[config.mk]
export PLATFORM = sky130hd
export DESIGN_NAME = fifo_umbral
export DESIGN_NICKNAME = d
export VERILOG_FILES = /design/src/rtl/fifo_umbral.sv
export SDC_FILE = /design/constraint.sdc
export NUM_CORES = 1
export LEC_CHECK = 0
export ABC_AREA = 1
export CORE_MARGIN = 4
export CORE_UTILIZATION = 30
export CTS_CLUSTER_DIAMETER = 120
export DETAILED_ROUTE_END_ITERATION = 12
export SYNTH_ARGS = -nofsm -noshare
export SYNTH_HDL_FRONTEND = slang
export SYNTH_SLANG_ARGS = --single-unit
[constraint.sdc]
create_clock -name clk_i -period 2.45 [get_ports clk_i]
set_clock_uncertainty 0.2 [all_clocks]
set_input_delay 0.3675 -clock clk_i [delete_from_list [all_inputs] [get_ports clk_i]]
set_output_delay 0.3675 -clock clk_i [all_outputs]
set_load 0.03 [all_outputs]
[src/rtl/fifo_umbral.sv]
// Synchronous FIFO with programmable almost-full / almost-empty thresholds.
// Define FIFO_ERROR_STICKY_EN to latch fifo_error_o until reset or init.
module fifo_umbral #(
  parameter int unsigned DATA_WIDTH = 10,
  parameter int unsigned ADDR_WIDTH = 3
) (
  input  logic                  clk_i,
  input  logic                  rst_ni,
  input  logic                  init_i,
  input  logic                  wr_en_i,
  input  logic [DATA_WIDTH-1:0] data_in_i,
  input  logic                  rd_en_i,
  input  logic [7:0]            umbral_alto_i,
  input  logic [7:0]            umbral_bajo_i,
  output logic [DATA_WIDTH-1:0] data_out_o,
  output logic                  valid_out_o,
  output logic [ADDR_WIDTH:0]   count_o,
  output logic                  fifo_empty_o,
  output logic                  fifo_full_o,
  output logic                  almost_full_o,
  output logic                  almost_empty_o,
  output logic                  fifo_error_o
);

  localparam int unsigned Depth = 2 ** ADDR_WIDTH;
  localparam int unsigned CntW  = ADDR_WIDTH + 1;

  logic [DATA_WIDTH-1:0] mem_q [Depth];
  logic [ADDR_WIDTH-1:0] wr_ptr_q, wr_ptr_d, rd_ptr_q, rd_ptr_d;
  logic [CntW-1:0]       count_q, count_d;
  logic [DATA_WIDTH-1:0] data_out_q, data_out_d;
  logic                  valid_q, valid_d;
  logic                  error_q, error_d;

  logic empty, full, do_push, do_pop, err_evt;

  assign empty = (count_q == '0);
  assign full  = (count_q == CntW'(Depth));

  // A pop on a full FIFO frees the slot, so a simultaneous push is accepted.
  assign do_push = ~init_i & wr_en_i & (~full | rd_en_i);
  assign do_pop  = ~init_i & rd_en_i & ~empty;
  assign err_evt = ~init_i & ((wr_en_i & full & ~rd_en_i) | (rd_en_i & empty));

  always_comb begin
    wr_ptr_d   = wr_ptr_q;
    rd_ptr_d   = rd_ptr_q;
    count_d    = count_q;
    data_out_d = data_out_q;
    valid_d    = do_pop;
    if (init_i) begin
      wr_ptr_d   = '0;
      rd_ptr_d   = '0;
      count_d    = '0;
      data_out_d = '0;
    end else begin
      if (do_push) wr_ptr_d = wr_ptr_q + ADDR_WIDTH'(1);
      if (do_pop) begin
        rd_ptr_d   = rd_ptr_q + ADDR_WIDTH'(1);
        data_out_d = mem_q[rd_ptr_q];
      end
      unique case ({do_push, do_pop})
        2'b10:   count_d = count_q + CntW'(1);
        2'b01:   count_d = count_q - CntW'(1);
        default: count_d = count_q;
      endcase
    end
  end

  always_comb begin
    error_d = 1'b0;
    if (!init_i) begin
`ifdef FIFO_ERROR_STICKY_EN
      error_d = error_q | err_evt;
`else
      error_d = err_evt;
`endif
    end
  end

  always_ff @(posedge clk_i or negedge rst_ni) begin
    if (!rst_ni) begin
      wr_ptr_q   <= '0;
      rd_ptr_q   <= '0;
      count_q    <= '0;
      data_out_q <= '0;
      valid_q    <= 1'b0;
      error_q    <= 1'b0;
    end else begin
      wr_ptr_q   <= wr_ptr_d;
      rd_ptr_q   <= rd_ptr_d;
      count_q    <= count_d;
      data_out_q <= data_out_d;
      valid_q    <= valid_d;
      error_q    <= error_d;
    end
  end

  // Storage is deliberately not reset; the pointers define what is live.
  always_ff @(posedge clk_i) begin
    if (do_push) mem_q[wr_ptr_q] <= data_in_i;
  end

  assign data_out_o     = data_out_q;
  assign valid_out_o    = valid_q;
  assign count_o        = count_q;
  assign fifo_empty_o   = empty;
  assign fifo_full_o    = full;
  assign almost_full_o  = 32'(count_q) >= 32'(umbral_alto_i);
  assign almost_empty_o = 32'(count_q) <= 32'(umbral_bajo_i);
  assign fifo_error_o   = error_q;

endmodule

==> results of run 1 <==
## worst min-delay path by stage
| stage | startpoint | to | slack, ns | cells after the start |
|---|---|---|---|---|
| 2_1_floorplan | rst_ni | count_o[0] | -0.13 | 0 |
| 3_3_place_gp | data_out_o[8] | data_out_o[8] | 0.27 | 2 |
| 3_5_place_dp | data_out_o[9] | data_out_o[9] | 0.27 | 2 |
| 4_1_cts | rst_ni | wr_ptr_q[2] | 0.19 | 2 |
| 5_1_grt | rst_ni | data_out_o[1] | 0.22 | 2 |
| 6_report | rst_ni | wr_ptr_q[2] | 0.18 | 2 |
## layout by cell type (no fill, tap or decap), types with 2 or more instances in the layout
master           netlist  layout
clkbuf_16              0       9
nand2_2                3       3
nor4_1                 2       2
inv_6                  0       2
dfrtp_1               22      22
dlygate4sd2_1          0       2
o21ai_1                2       2
ha_1                  12      12
nor2_4                 2       2
o21a_1                 2       2
o221ai_1              18      18
nand3_1               16      16
o22ai_1                2       2
buf_4                  0      25
inv_1                 27      27
a21oi_4                2       2
inv_2                  4       4
clkinvlp_4             0       2
nand2_1               48      48
nor2_1                54      54
clkdlybuf4s50_1        0      46
a21oi_1                5       5
nand4_1                4       4
edfxtp_1              80      80
o21ai_0               47      47
## cells in the mapped netlist, types with 2 or more instances
library cell,n,area share
a21oi_4,2,0.0075
o21ai_0,47,0.054
nor2_1,54,0.046
o221ai_1,18,0.036
inv_1,27,0.023
nand3_1,16,0.018
dfrtp_1,22,0.13
buf_2,3,0.0034
a21oi_1,5,0.0057
nand4_1,4,0.0057
nand2_2,3,0.0043
o21a_1,2,0.0034
nor2_4,2,0.0052
ha_1,12,0.034
nand2_1,48,0.041
inv_2,4,0.0034
nor4_1,2,0.0029
edfxtp_1,80,0.55
o21ai_1,2,0.0023
o22ai_1,2,0.0029
clkbuf_1,13,0.011
## registers in the layout (all words and copies together), names as in the netlist
signal        count
valid_out_o       1
rd_ptr_q          3
fifo_error_o      1
count_o           4
wr_ptr_q          3
data_out_o       10
mem_q            80
## critical path, cell delays in order (launching register included)
cell and delay (ns):
dfrtp_1 0.44, buf_4 0.19, ha_1 0.30, a21oi_1 0.07, o21ai_0 0.15, nand3_1 0.10, buf_4 0.18
## stage by stage
stage          std cells  utilization  hold WS, ns
4_1_cts              629       0.3911       0.1948
3_5_place_dp         613       0.3712       0.2719
6_report             629       0.3911       0.1817
3_3_place_gp         613       0.3712       0.2696
2_1_floorplan        375            -      -0.1281
5_1_grt              629       0.3911       0.2168
## kinds of logic after synthesis
| family | synth area share |
|---|---|
| compound gates | 0.1190 |
| fa+ha+maj | 0.03441 |
| buf+inv | 0.04244 |
| flops | 0.6768 |
| simple gates | 0.1273 |
## final cells by class
type                            count  area [um2]  share of cell area
Clock buffer                       10       229.0             0.04170
Clock inverter                      6       52.55            0.009569
Inverter                           32       121.4             0.02210
Multi-Input combinational cell    225        1225              0.2231
Sequential cell                   102        2953              0.5377
Tap cell                          180       225.2             0.04101
Timing Repair Buffer               74       685.7              0.1249
## metal layers
metal | vias to the layer above | GRT usage | part of all wire
met1 | 1493 | 0.1733 | 0.46
met2 | 87 | 0.2050 | 0.47
met4 | 0 | 0.04818 | 0.019
met5 | - | 0 | 0
met3 | 15 | 0.01494 | 0.049
li1 | 1484 | - | -
## report_power, final
group	leakage [uW]	total [uW]	switching [uW]	internal, uW
registers	0.00102	2140	133	2010
clock network	0.000132	1370	659	706
logic	0.000935	1620	1030	589
total	0.00208	5130	1830	3300
==> results.json, run 1 <==
{
  "preCtsSetupSlack_ns": 0.06251,
  "first_iter_violations": 290,
  "slew_violations": 0,
  "synth_cells": 375,
  "hold_viol": 0,
  "ios": 51,
  "timing.rr.start": "count_o[3]",
  "ir_worst_vdd_mv": 0.4437,
  "clockBufferDepth": 2,
  "grt_pass1_vias": 2995,
  "crit_type": "flip-flop to primary output",
  "rrSetupSlack_ns": 0.25,
  "gp_congestion": 0.8087,
  "max_clock_freq_mhz": 427.1,
  "worst_ep_required_time_ns": 1.88,
  "critPathLaunchType": "flip-flop",
  "worst_pin_slew_ns": 0.9103,
  "ys_seq_elements": 102,
  "drv_cap": 0,
  "die_w_um": 128.6,
  "clock-sinks": 102,
  "post-route-min-period_ns": 2.341,
  "dp_hpwl_um": 6910,
  "ant_nets": 0,
  "start_util": 0.3107,
  "avgRoutedWirePerCell_um": 16.36,
  "viasPerCell": 4.895,
  "insertion_delay_ns": 0.35,
  "rsz0062_at_grt": "false",
  "yosys_warnings": 0,
  "placement.io_buffers": 50,
  "vias": 3079,
  "core_area_um2": 14040,
  "layout.nets": 487,
  "drt_wl_total_um": 10290,
  "cts_max_level": 3,
  "synth_edf_count": 80,
  "fp.dieArea_um2": 16540,
  "fin_crit_sh": 0.9557,
  "worstRegToRegCells": 12,
  "syn_to_final_growth_pct": 25.87,
  "worstPathArrival_ns": 1.77,
  "leakagePower_uw": 0.002085,
  "place_area_um2": 5213,
  "status": "complete, no violations",
  "crit_path_end_kind": "primary output",
  "ctsHoldBuffers": 0,
  "worst_slack_ns": 0.1086,
  "gr-total-overflow": 0,
  "grt_max_degree": 44,
  "drive_gt1_frac": 0.1225,
  "hold_path.class": "primary input to asynchronous set/reset pin",
  "crit_end": "almost_empty_o",
  "startpoint": "count_o[1]",
  "post-cts-setup-buffer-count": 0,
  "nFillCells": 1315,
  "synth_cell_type_count": 28,
  "num_rows": 43,
  "drc_errors": 0,
  "async_reset_ff_frac": 0.2157,
  "p_per_area_nw_per_um2": 934.2,
  "fp.dieH_um": 128.6,
  "synth_top_flop_cell": "edfxtp_1",
  "syn-num-nets": 418,
  "seq_area_frac_synth": 0.6768,
  "critPathMaxFanout": 5,
  "avgSynthCellArea_um2": 11.63,
  "syn_area_um2": 4363,
  "grtUsageTotal": 0.1259,
  "cts-root-buf": "clkbuf_16",
  "dr.pass1.iters": 7,
  "design_area_um2": 5492,
  "grt_pass1_wl_um": 16060,
  "reg2reg_to": "count_o[3]",
  "setup_violations": 0,
  "num_antenna_cells": 0,
  "total_power_uw": 5130,
  "max_slew_margin": 0.3909,
  "clkTransAtPathRegs_ns": 0.07,
  "tns_ns": 0,
  "cts_made_buffers": 9,
  "cts_resized": 2,
  "grt_antenna_before_repair": 0,
  "cts_tree": "built"
}
Power figures use the tool's default switching activity.
==> run 2: changes to the inputs <==
CORE_UTILIZATION = 55   (was 30)
CTS_CLUSTER_DIAMETER = 150   (was 120)
PLACE_DENSITY = 0.79   (was unset)
==> results.json, run 2 (synthesized netlist as in run 1, its figures left out) <==
{
  "layout.nets": 482,
  "p_per_area_nw_per_um2": 891.1,
  "max_clock_freq_mhz": 432.0,
  "drt_wl_total_um": 9170,
  "hold_path.class": "primary input to asynchronous set/reset pin",
  "die_w_um": 97.07,
  "fp.dieH_um": 97.07,
  "ant_nets": 0,
  "crit_path_end_kind": "primary output",
  "cts_made_buffers": 9,
  "syn_to_final_growth_pct": 19.96,
  "viasPerCell": 5.690,
  "crit_type": "flip-flop to primary output",
  "rsz0062_at_grt": "false",
  "total_power_uw": 4664,
  "insertion_delay_ns": 0.35,
  "crit_buf_inv": 2,
  "fin_crit_sh": 0.9449,
  "num_rows": 32,
  "worstPathArrival_ns": 1.75,
  "grt_pass1_wl_um": 15060,
  "crit_family": "flip-flops",
  "start_util": 0.5646,
  "cp_slowest_cell": "dfrtp_1",
  "largest_reg_flops": 80,
  "post-route-min-period_ns": 2.315,
  "core_area_um2": 7727,
  "clockBufferDepth": 2,
  "placement.io_buffers": 50,
  "largest_register": "mem_q",
  "slowest_delay_ns": 0.50,
  "fin_util": 0.6773,
  "post-cts-setup-buffer-count": 0,
  "grt_pass1_vias": 2991,
  "critPathMaxFanout": 6,
  "vias": 3107,
  "gp_congestion": 1.019,
  "tns_ns": 0,
  "final_cell_mix": "80 x edfxtp_1, 54 x nor2_1, 48 x nand2_1",
  "clock-sinks": 102,
  "preCtsSetupSlack_ns": 0.1428,
  "gr-total-overflow": 0,
  "cts_max_level": 3,
  "worst_ep_required_time_ns": 1.88,
  "num_antenna_cells": 0,
  "avgRoutedWirePerCell_um": 16.79,
  "first_iter_violations": 273,
  "grt_max_degree": 44,
  "clkTransAtPathRegs_ns": 0.09,
  "max_slew_margin": 0.6737,
  "layout_commonest_cell": "edfxtp_1",
  "worst_slack_ns": 0.1351,
  "status": "complete, no violations",
  "grtUsageTotal": 0.2006,
  "ios": 51,
  "ir_worst_vdd_mv": 0.5400,
  "critPathLaunchType": "flip-flop",
  "drive_gt1_frac": 0.1081,
  "nFillCells": 548,
  "placed_cells": 530,
  "worst_pin_slew_ns": 0.4894,
  "grt_antenna_before_repair": 0,
  "layoutNonFillerInstCount": 546,
  "drc_errors": 0,
  "setup_violations": 0,
  "crit_path_cell_trace": "inv_1, ha_1, nand4_1, a31oi_1, buf_4",
  "cts-root-buf": "clkbuf_8",
  "hold_viol": 0,
  "dp_hpwl_um": 6219,
  "slew_violations": 0,
  "dr.pass1.iters": 5,
  "cts_tree": "built",
  "fp.dieArea_um2": 9422,
  "leakagePower_uw": 0.002007,
  "drv_cap": 0
}
-- run 2: cell type report --
type	instances	area, um2	area share
repair buffers	69	635.6	0.1214
flip-flops and latches	102	2953	0.5642
clock inverters	6	43.79	0.008367
inverters	32	121.4	0.02319
clock buffers	10	127.6	0.02438
well taps	102	127.6	0.02438
multi-input cells	225	1225	0.2340
-- run 2: timing repair --
item | CTS | global route
gates resized for setup | 2 | 0
hold buffers | 0 | 0
endpoints found under the setup margin | 2 | 0
-- run 2: worst paths after layout --
path / end / cells past startpoint / from / slack, ns
hold reg to reg: data_out_o[8] / 2 / data_out_o[8] / 0.29
min in group clk_i: data_out_o[8] / 2 / data_out_o[8] / 0.29
setup / recovery: almost_full_o / 5 / count_o[0] / 0.14
hold / removal: data_out_o[5] / 2 / rst_ni / 0.16
max in group asynchronous: wr_ptr_q[0] / 2 / rst_ni / 1.66
setup reg to reg: count_o[3] / 12 / count_o[3] / 0.19
-- run 2: metrics by stage --
| step | area (um2) | hold WS [ns] |
|---|---|---|
| floorplan | 4363 | -0.1281 |
| global placement | 5065 | 0.2648 |
| detailed placement | 5065 | 0.2684 |
| CTS | 5234 | 0.1669 |
| global route | 5234 | 0.1861 |
| finish | 5234 | 0.1630 |
-- run 2: power by group --
group | switching (uW) | total (uW) | internal, uW
clock | 551 | 929 | 378
combinational | 1010 | 1600 | 583
sequential | 129 | 2140 | 2010
total | 1690 | 4660 | 2970
-- run 2: worst reg2reg max path, delay by kind of cell, from the launching register on --
family / cells / cell delay [ns]
simple gates: 9 / 0.90
fa+ha+maj: 1 / 0.36
flops: 1 / 0.52
buf+inv: 2 / 0.19
-- run 2: metal layers --
metal,GRT usage,wire length (um),part of all wire,vias to the layer above
li1,-,-,-,1463
met4,0.04752,110,0.012,0
met1,0.2760,3833,0.42,1480
met2,0.3254,4337,0.47,147
met5,0,0,0,-
met3,0.04882,888,0.097,17
